## config.mk

```make
export PLATFORM = sky130hd
export DESIGN_NAME = rx_clock_recovery
export DESIGN_NICKNAME = d
export VERILOG_FILES = /design/src/rtl/rx_clock_recovery.sv
export SDC_FILE = /design/constraint.sdc
export NUM_CORES = 1
export LEC_CHECK = 0
export ABC_AREA = 1
export CAP_MARGIN = 15
export CORE_MARGIN = 10
export CORE_UTILIZATION = 45
export CTS_BUF_LIST = sky130_fd_sc_hd__clkbuf_8 sky130_fd_sc_hd__clkbuf_16
export DETAILED_ROUTE_END_ITERATION = 7
export PLACE_DENSITY = 0.75
export SYNTH_ARGS = -nofsm -noshare
export SYNTH_HDL_FRONTEND = slang
export SYNTH_SLANG_ARGS = --single-unit
```

## constraint.sdc

```tcl
create_clock -name clock -period 2 [get_ports clock]
set_input_delay 0.3 -clock clock [delete_from_list [all_inputs] [get_ports clock]]
set_output_delay 0.3 -clock clock [all_outputs]
set_load 0.1 [all_outputs]
```

## src/rtl/rx_clock_recovery.sv

```systemverilog
// Oversampled RX clock/data recovery: edge-realigned phase counter, mid-bit sampler, lock detect.
// Strobe lags the sample-phase cycle by one clock; no backpressure. Optional 3-sample vote: RX_MAJORITY_VOTE_EN.
module rx_clock_recovery #(
  parameter int OSR        = 8,
  parameter int BITS       = $clog2(OSR),
  parameter int LOCK_EDGES = 4
) (
  input  logic            clock,
  input  logic            reset,
  input  logic            enable,
  input  logic            serial_in,
  output logic [BITS-1:0] count,
  output logic            rx_clock,
  output logic            bit_strobe,
  output logic            bit_out,
  output logic            locked
);

  localparam int HALF = OSR / 2;
`ifdef RX_MAJORITY_VOTE_EN
  localparam int SAMPLE_PHASE = HALF + 1;
`else
  localparam int SAMPLE_PHASE = HALF;
`endif
  localparam logic [BITS-1:0] SAMPLE_CNT = BITS'(SAMPLE_PHASE);
  localparam logic [BITS-1:0] HALF_CNT   = BITS'(HALF);
  localparam logic [BITS-1:0] LAST_CNT   = BITS'(OSR - 1);
  localparam logic [BITS-1:0] ONE_CNT    = BITS'(1);
  localparam logic [3:0]      LOCK_CNT   = 4'(LOCK_EDGES);

  logic       s1, s2, s3;
  logic       edge_det;
  logic       in_window;
  logic       sample_now;
  logic       wrap;
  logic       sample_bit;
  logic [3:0] good_cnt;
  logic [3:0] good_next;
  logic [3:0] idle_cnt;

  assign edge_det   = s2 ^ s3;
  assign in_window  = (count == LAST_CNT) || (count == '0) || (count == ONE_CNT);
  assign sample_now = enable && !edge_det && (count == SAMPLE_CNT);
  assign wrap       = enable && !edge_det && (count == LAST_CNT);
  assign good_next  = (good_cnt == LOCK_CNT) ? good_cnt : good_cnt + 4'd1;
  assign rx_clock   = (count < HALF_CNT);

  always_ff @(posedge clock or negedge reset) begin
    if (!reset) begin
      s1 <= 1'b0;
      s2 <= 1'b0;
      s3 <= 1'b0;
    end else begin
      s1 <= serial_in;
      s2 <= s1;
      s3 <= s2;
    end
  end

  // An edge marks phase 0, so the following cycle is phase 1.
  always_ff @(posedge clock or negedge reset) begin
    if (!reset) begin
      count <= '0;
    end else if (enable) begin
      if (edge_det) count <= ONE_CNT;
      else          count <= count + ONE_CNT;
    end
  end

`ifdef RX_MAJORITY_VOTE_EN
  logic vote_a, vote_b;

  always_ff @(posedge clock or negedge reset) begin
    if (!reset) begin
      vote_a <= 1'b0;
      vote_b <= 1'b0;
    end else if (enable) begin
      if (edge_det) begin
        vote_a <= 1'b0;
        vote_b <= 1'b0;
      end else begin
        if (count == BITS'(HALF - 1)) vote_a <= s2;
        if (count == HALF_CNT)        vote_b <= s2;
      end
    end
  end

  assign sample_bit = (vote_a & vote_b) | (vote_a & s2) | (vote_b & s2);
`else
  assign sample_bit = s2;
`endif

  always_ff @(posedge clock or negedge reset) begin
    if (!reset) begin
      bit_strobe <= 1'b0;
      bit_out    <= 1'b0;
    end else begin
      bit_strobe <= sample_now;
      if (sample_now) bit_out <= sample_bit;
    end
  end

  // Idle counter saturates at 15; the 16th edge-free wrap drops lock.
  always_ff @(posedge clock or negedge reset) begin
    if (!reset) begin
      good_cnt <= 4'd0;
      idle_cnt <= 4'd0;
      locked   <= 1'b0;
    end else if (enable) begin
      if (edge_det) begin
        idle_cnt <= 4'd0;
        if (in_window) begin
          good_cnt <= good_next;
          if (good_next == LOCK_CNT) locked <= 1'b1;
        end else begin
          good_cnt <= 4'd0;
          locked   <= 1'b0;
        end
      end else if (wrap) begin
        if (idle_cnt == 4'hF) begin
          good_cnt <= 4'd0;
          locked   <= 1'b0;
        end else begin
          idle_cnt <= idle_cnt + 4'd1;
        end
      end
    end
  end

endmodule
```

* Word level (Yosys, flattened, before mapping)
Cells that the tools add are included.
Cells by class: $add $sub $neg 3, $mul 0, divide/modulo/power cells 0, magnitude comparators 1, equality and inequality tests 8, shifts and indexed selects 0, mux-type cells 14, bitwise logic cells 1, reductions and logical operators 12
Operators by type and width (count):
- $mux 4 | 8
- $add 4x1->4 const B | 2
- $eq 4x3->1 const B | 2
- $eq 3x3->1 const B | 2
- $reduce_and 3->1 | 2
- $mux 1 | 5
- $eq 4x4->1 const B | 1
- $reduce_and 4->1 | 1
- $reduce_bool 2->1 | 2
- $add 3x1->3 const B | 1
- $eq 3x1->1 const B | 1
- $logic_and 1x1->1 | 3
- $logic_not 3->1 | 1
- $lt 3x3->1 const B | 1
- $mux 3 | 1
- $ne 3x2->1 const B | 1
- $logic_or 1x1->1 | 2
- $ne 2x2->1 const B | 1
- $logic_not 1->1 | 1
- $xor 1x1->1 | 1
Storage, ports and cells: register bits after elaboration 17, latch bits 0, memory bits (writable) 0, bits in read-only memories 0, bits of input ports 4, memories kept 0

* Depth between registers and ports, before layout
word-level depth 6, depth in mapped cells 9

* Worst setup path after synthesis
Ideal clock, no wire load.
path kind reg-to-reg, from reg count[2], to reg locked, library setup time 0.120 ns, arrival time 2.285 ns, required time 1.880 ns, path slack -0.405 ns, cell stages (with the launch flop) 8, buffers on the path 0, period minus slack after synthesis 2.405 ns, cell sequence dfrtp_1 -> inv_1 -> nor2_1 -> o22ai_1 -> nand2_1 -> inv_1 -> nor2_1 -> a21oi_2
Between the ends: word-level cells in the longest chain between the ends 5
RTL lines:
- start, declared | RTL line 12 | output logic [BITS-1:0] count,
- start signal, assigned | RTL line 66 | else count <= count + ONE_CNT;
- $eq 3x3->1 or $logic_not 3->1 (tied branches) | RTL line 42, 44
- $logic_or 1x1->1 (2 in a row) | RTL line 42 | assign in_window = (count == LAST_CNT) || (count == '0) || (count == ONE_CNT);
- $ne 3x2->1 (no source line) or $mux 1 (tied branches)
- $reduce_and 4->1 (no source line) or $mux 1 (tied branches)
- end signal, assigned | RTL line 108 | locked <= 1'b0;
- end signal, assigned | RTL line 114 | if (good_next == LOCK_CNT) locked <= 1'b1;
- end signal, assigned | RTL line 117 | locked <= 1'b0;
- end, declared | RTL line 16 | output logic locked
Several ways; a longest one is shown, not always the timed one. A chain may end at the register's enable or synchronous reset.

* Final worst setup path
from reg count[0], to reg good_cnt[3]
Between the ends: word-level cells in the longest chain between the ends 5
RTL lines:
- $eq 3x3->1 or $logic_not 3->1 (tied branches) | RTL line 42, 44
- $logic_or 1x1->1 (2 in a row) | RTL line 42
- $mux 4 | RTL line 112 | if (in_window) begin
- $mux 4 | RTL line 110 | if (edge_det) begin
- end signal, assigned | RTL line 113 | good_cnt <= good_next;
- end, declared | RTL line 37 | logic [3:0] good_cnt;
Several ways; a longest one is shown, not always the timed one.

==> impl_metrics.tcl <==
set metrics [dict create \
    status "finished, final reports clean" \
    finalSetupTns_ps 0 \
    path_class "register to register" \
    fin_ws_ps 560 \
    post_cts_buffers 0 \
    grt_pass1_vias 712 \
    portBuffers 10 \
    num_antenna_cells 0 \
    p_seq_frac 0.376 \
    synth_seq_cells 17 \
    firstDrtPassIters 4 \
    netlist_top_cells_count "24 x nand2_1, 18 x inv_1, 17 x dfrtp_1, 14 x nor2_1, 12 x nand3_1" \
    drive_gt1_frac 0.194 \
    hpwl_um 1440 \
    relSlewSlack 0.773 \
    cts_resized 0 \
    synth_nets 131 \
    synth_cell_types 20 \
    grt_max_degree 11 \
    cts-hold-fix-buffers 0 \
    leakagePower_nw 0.572 \
    ys_seq_area_frac 0.436 \
    io_pins 11 \
    top_regs "good_cnt x4, idle_cnt x4, count x3" \
    root_buffer "clkbuf_8" \
    hold_viol 0 \
    cts_max_path_buffers 2 \
    reg2reg_slack_ps 560 \
    rsz0062_at_grt "false" \
    power.density_mw_per_mm2 1030 \
    critPathMaxFanout 10 \
    die_area_mm2 0.00443 \
    internal_power_mw 0.667 \
    place_ws_ps 345 \
    ys_top_cells_by_area "dfrtp_1 44%, nand2_1 9.2%, ha_1 9.0%" \
    reg2reg_from "count[0]" \
    peakVddDrop_mv 0.649 \
    htreeDepth 1 \
    clock_sinks 17 \
    max_freq_mhz 694 \
    vias 794 \
    syn_area_per_cell_um2 8.12 \
    cap_violations 0 \
    synth_edf_count 0 \
    start_util 0.487 \
    r2r-end "good_cnt[3]" \
    min_path_type "input pin to async pin" \
    gp_congestion 0.744 \
    arrival_ps 1570 \
    coreArea_mm2 0.00200 \
    mappedNetlistArea_um2 975 \
    synth_cells 120 \
    ys_dominant_reg_cell "dfrtp_1" \
    grt_pass1_wl_um 2820 \
    r2r_cells 8 \
    antenna_found_initial 0 \
    start_kind "register" \
    grt_overflow 0 \
    required_ps 2130 \
    cts_tree "built" \
    dieWidth_um 66.5 \
    layout_min_cycle_time_ps 1440 \
    setup_violations 0 \
    yosys_warnings 0 \
    synthArstFlopShare 1.00 \
    cts_made_buffers 3 \
    yosysMostFrequentCell "nand2_1" \
    area_growth_pct 18.5 \
    insertion_delay_ps 250 \
    pwr-share-comb 0.421 \
    num_rows 16 \
    ant_nets 0 \
    drc_errors 0 \
    viasPerCell 4.93 \
    yosys.area.top_type_share 0.436 \
    wirelength_um 1760 \
    tightest_slew_ps 339 \
    die_h_um 66.5 \
    drtIter0Drc 20 \
    p_clk_frac 0.203 \
    finalCritPeriodShare 0.720 \
    yosysTopAreaCell "dfrtp_1" \
    switching_power_mw 0.527 \
    endpoint_kind "register" \
    path_clk_slew_ps 60 \
    grt_usage 0.0799 \
    layout.nets 146 \
    whs_ps 320 \
    maxSlewViolCount 0 \
    skew_ps 2.82 \
    wl_per_cell_um 10.9 \
    swShare 0.441 \
]
-- metrics by stage --
step                 util  area [µm²]  instances  power, mW
detailed placement  0.554        1110        157      0.959
floorplan               -         985        120      0.841
global route        0.577        1150        161       1.25
global placement    0.554        1110        157      0.947
CTS                 0.577        1150        161       1.20
finish              0.577        1150        161       1.19
-- area by class of cell --
| class | instances | area [µm²] |
|---|---|---|
| flip-flops and latches | 17 | 432 |
| repair buffers | 11 | 103 |
| clock inverters | 1 | 3.75 |
| multi-input cells | 82 | 463 |
| inverters | 20 | 78.8 |
| clock buffers | 3 | 41.3 |
| fillers | 185 | 847 |
| well taps | 27 | 33.8 |
-- cells in the final DEF, fill, tap and decap left out --
master,n
dfrtp_1,14
clkinvlp_4,1
o21ai_1,1
nand4_1,1
nor2_4,2
a31oi_1,1
nor2_8,1
o21a_1,1
buf_12,1
nor2_1,14
ha_1,7
a21oi_1,1
clkdlybuf4s50_1,3
o22ai_1,1
a21oi_2,1
nand3_1,12
clkbuf_8,3
nand2_2,4
inv_1,18
dfrtp_2,2
buf_4,7
nand2_1,24
o21ai_0,10
dfrtp_4,1
inv_2,2
nand3_2,1
-- worst max path at each step --
stage,slack [ps],to,depth (start not counted),startpoint
2_1_floorplan,150,locked,7,count[2]
3_3_place_gp,400,idle_cnt[3],8,enable
3_5_place_dp,350,idle_cnt[3],8,enable
4_1_cts,550,good_cnt[3],8,count[0]
5_1_grt,420,idle_cnt[3],8,count[0]
6_report,560,good_cnt[3],8,count[0]
-- power by group through the flow --
stage	Sequential [mW]	Combinational (mW)	Clock, mW
3_5_place_dp	0.455	0.504	0
2_1_floorplan	0.638	0.203	0
3_3_place_gp	0.450	0.496	0
5_1_grt	0.456	0.537	0.259
6_report	0.449	0.502	0.242
4_1_cts	0.449	0.506	0.249
-- worst max-delay path, stage by stage, from the launching register on --
cell and delay (ps):
dfrtp_2 430, ha_1 220, ha_1 200, inv_1 50, nand3_1 80, nand2_2 120
nor2_8 60, nand3_1 80, o21ai_0 80
-- kinds of logic after synthesis --
family                   synth area share
AND/OR/NAND/NOR                     0.294
buffers and inverters              0.0886
flip-flops                          0.436
AO/OA/AOI/OAI                      0.0911
adder cells (fa/ha/maj)            0.0899
-- layer usage --
metal,routed length (µm),up-vias,GRT usage
met5,0,-,0
met4,17,0,0.0314
met3,54,2,0.0217
met2,879,12,0.142
met1,806,369,0.0868
li1,-,411,-
No activity file was read; power rests on OpenSTA's default activity.
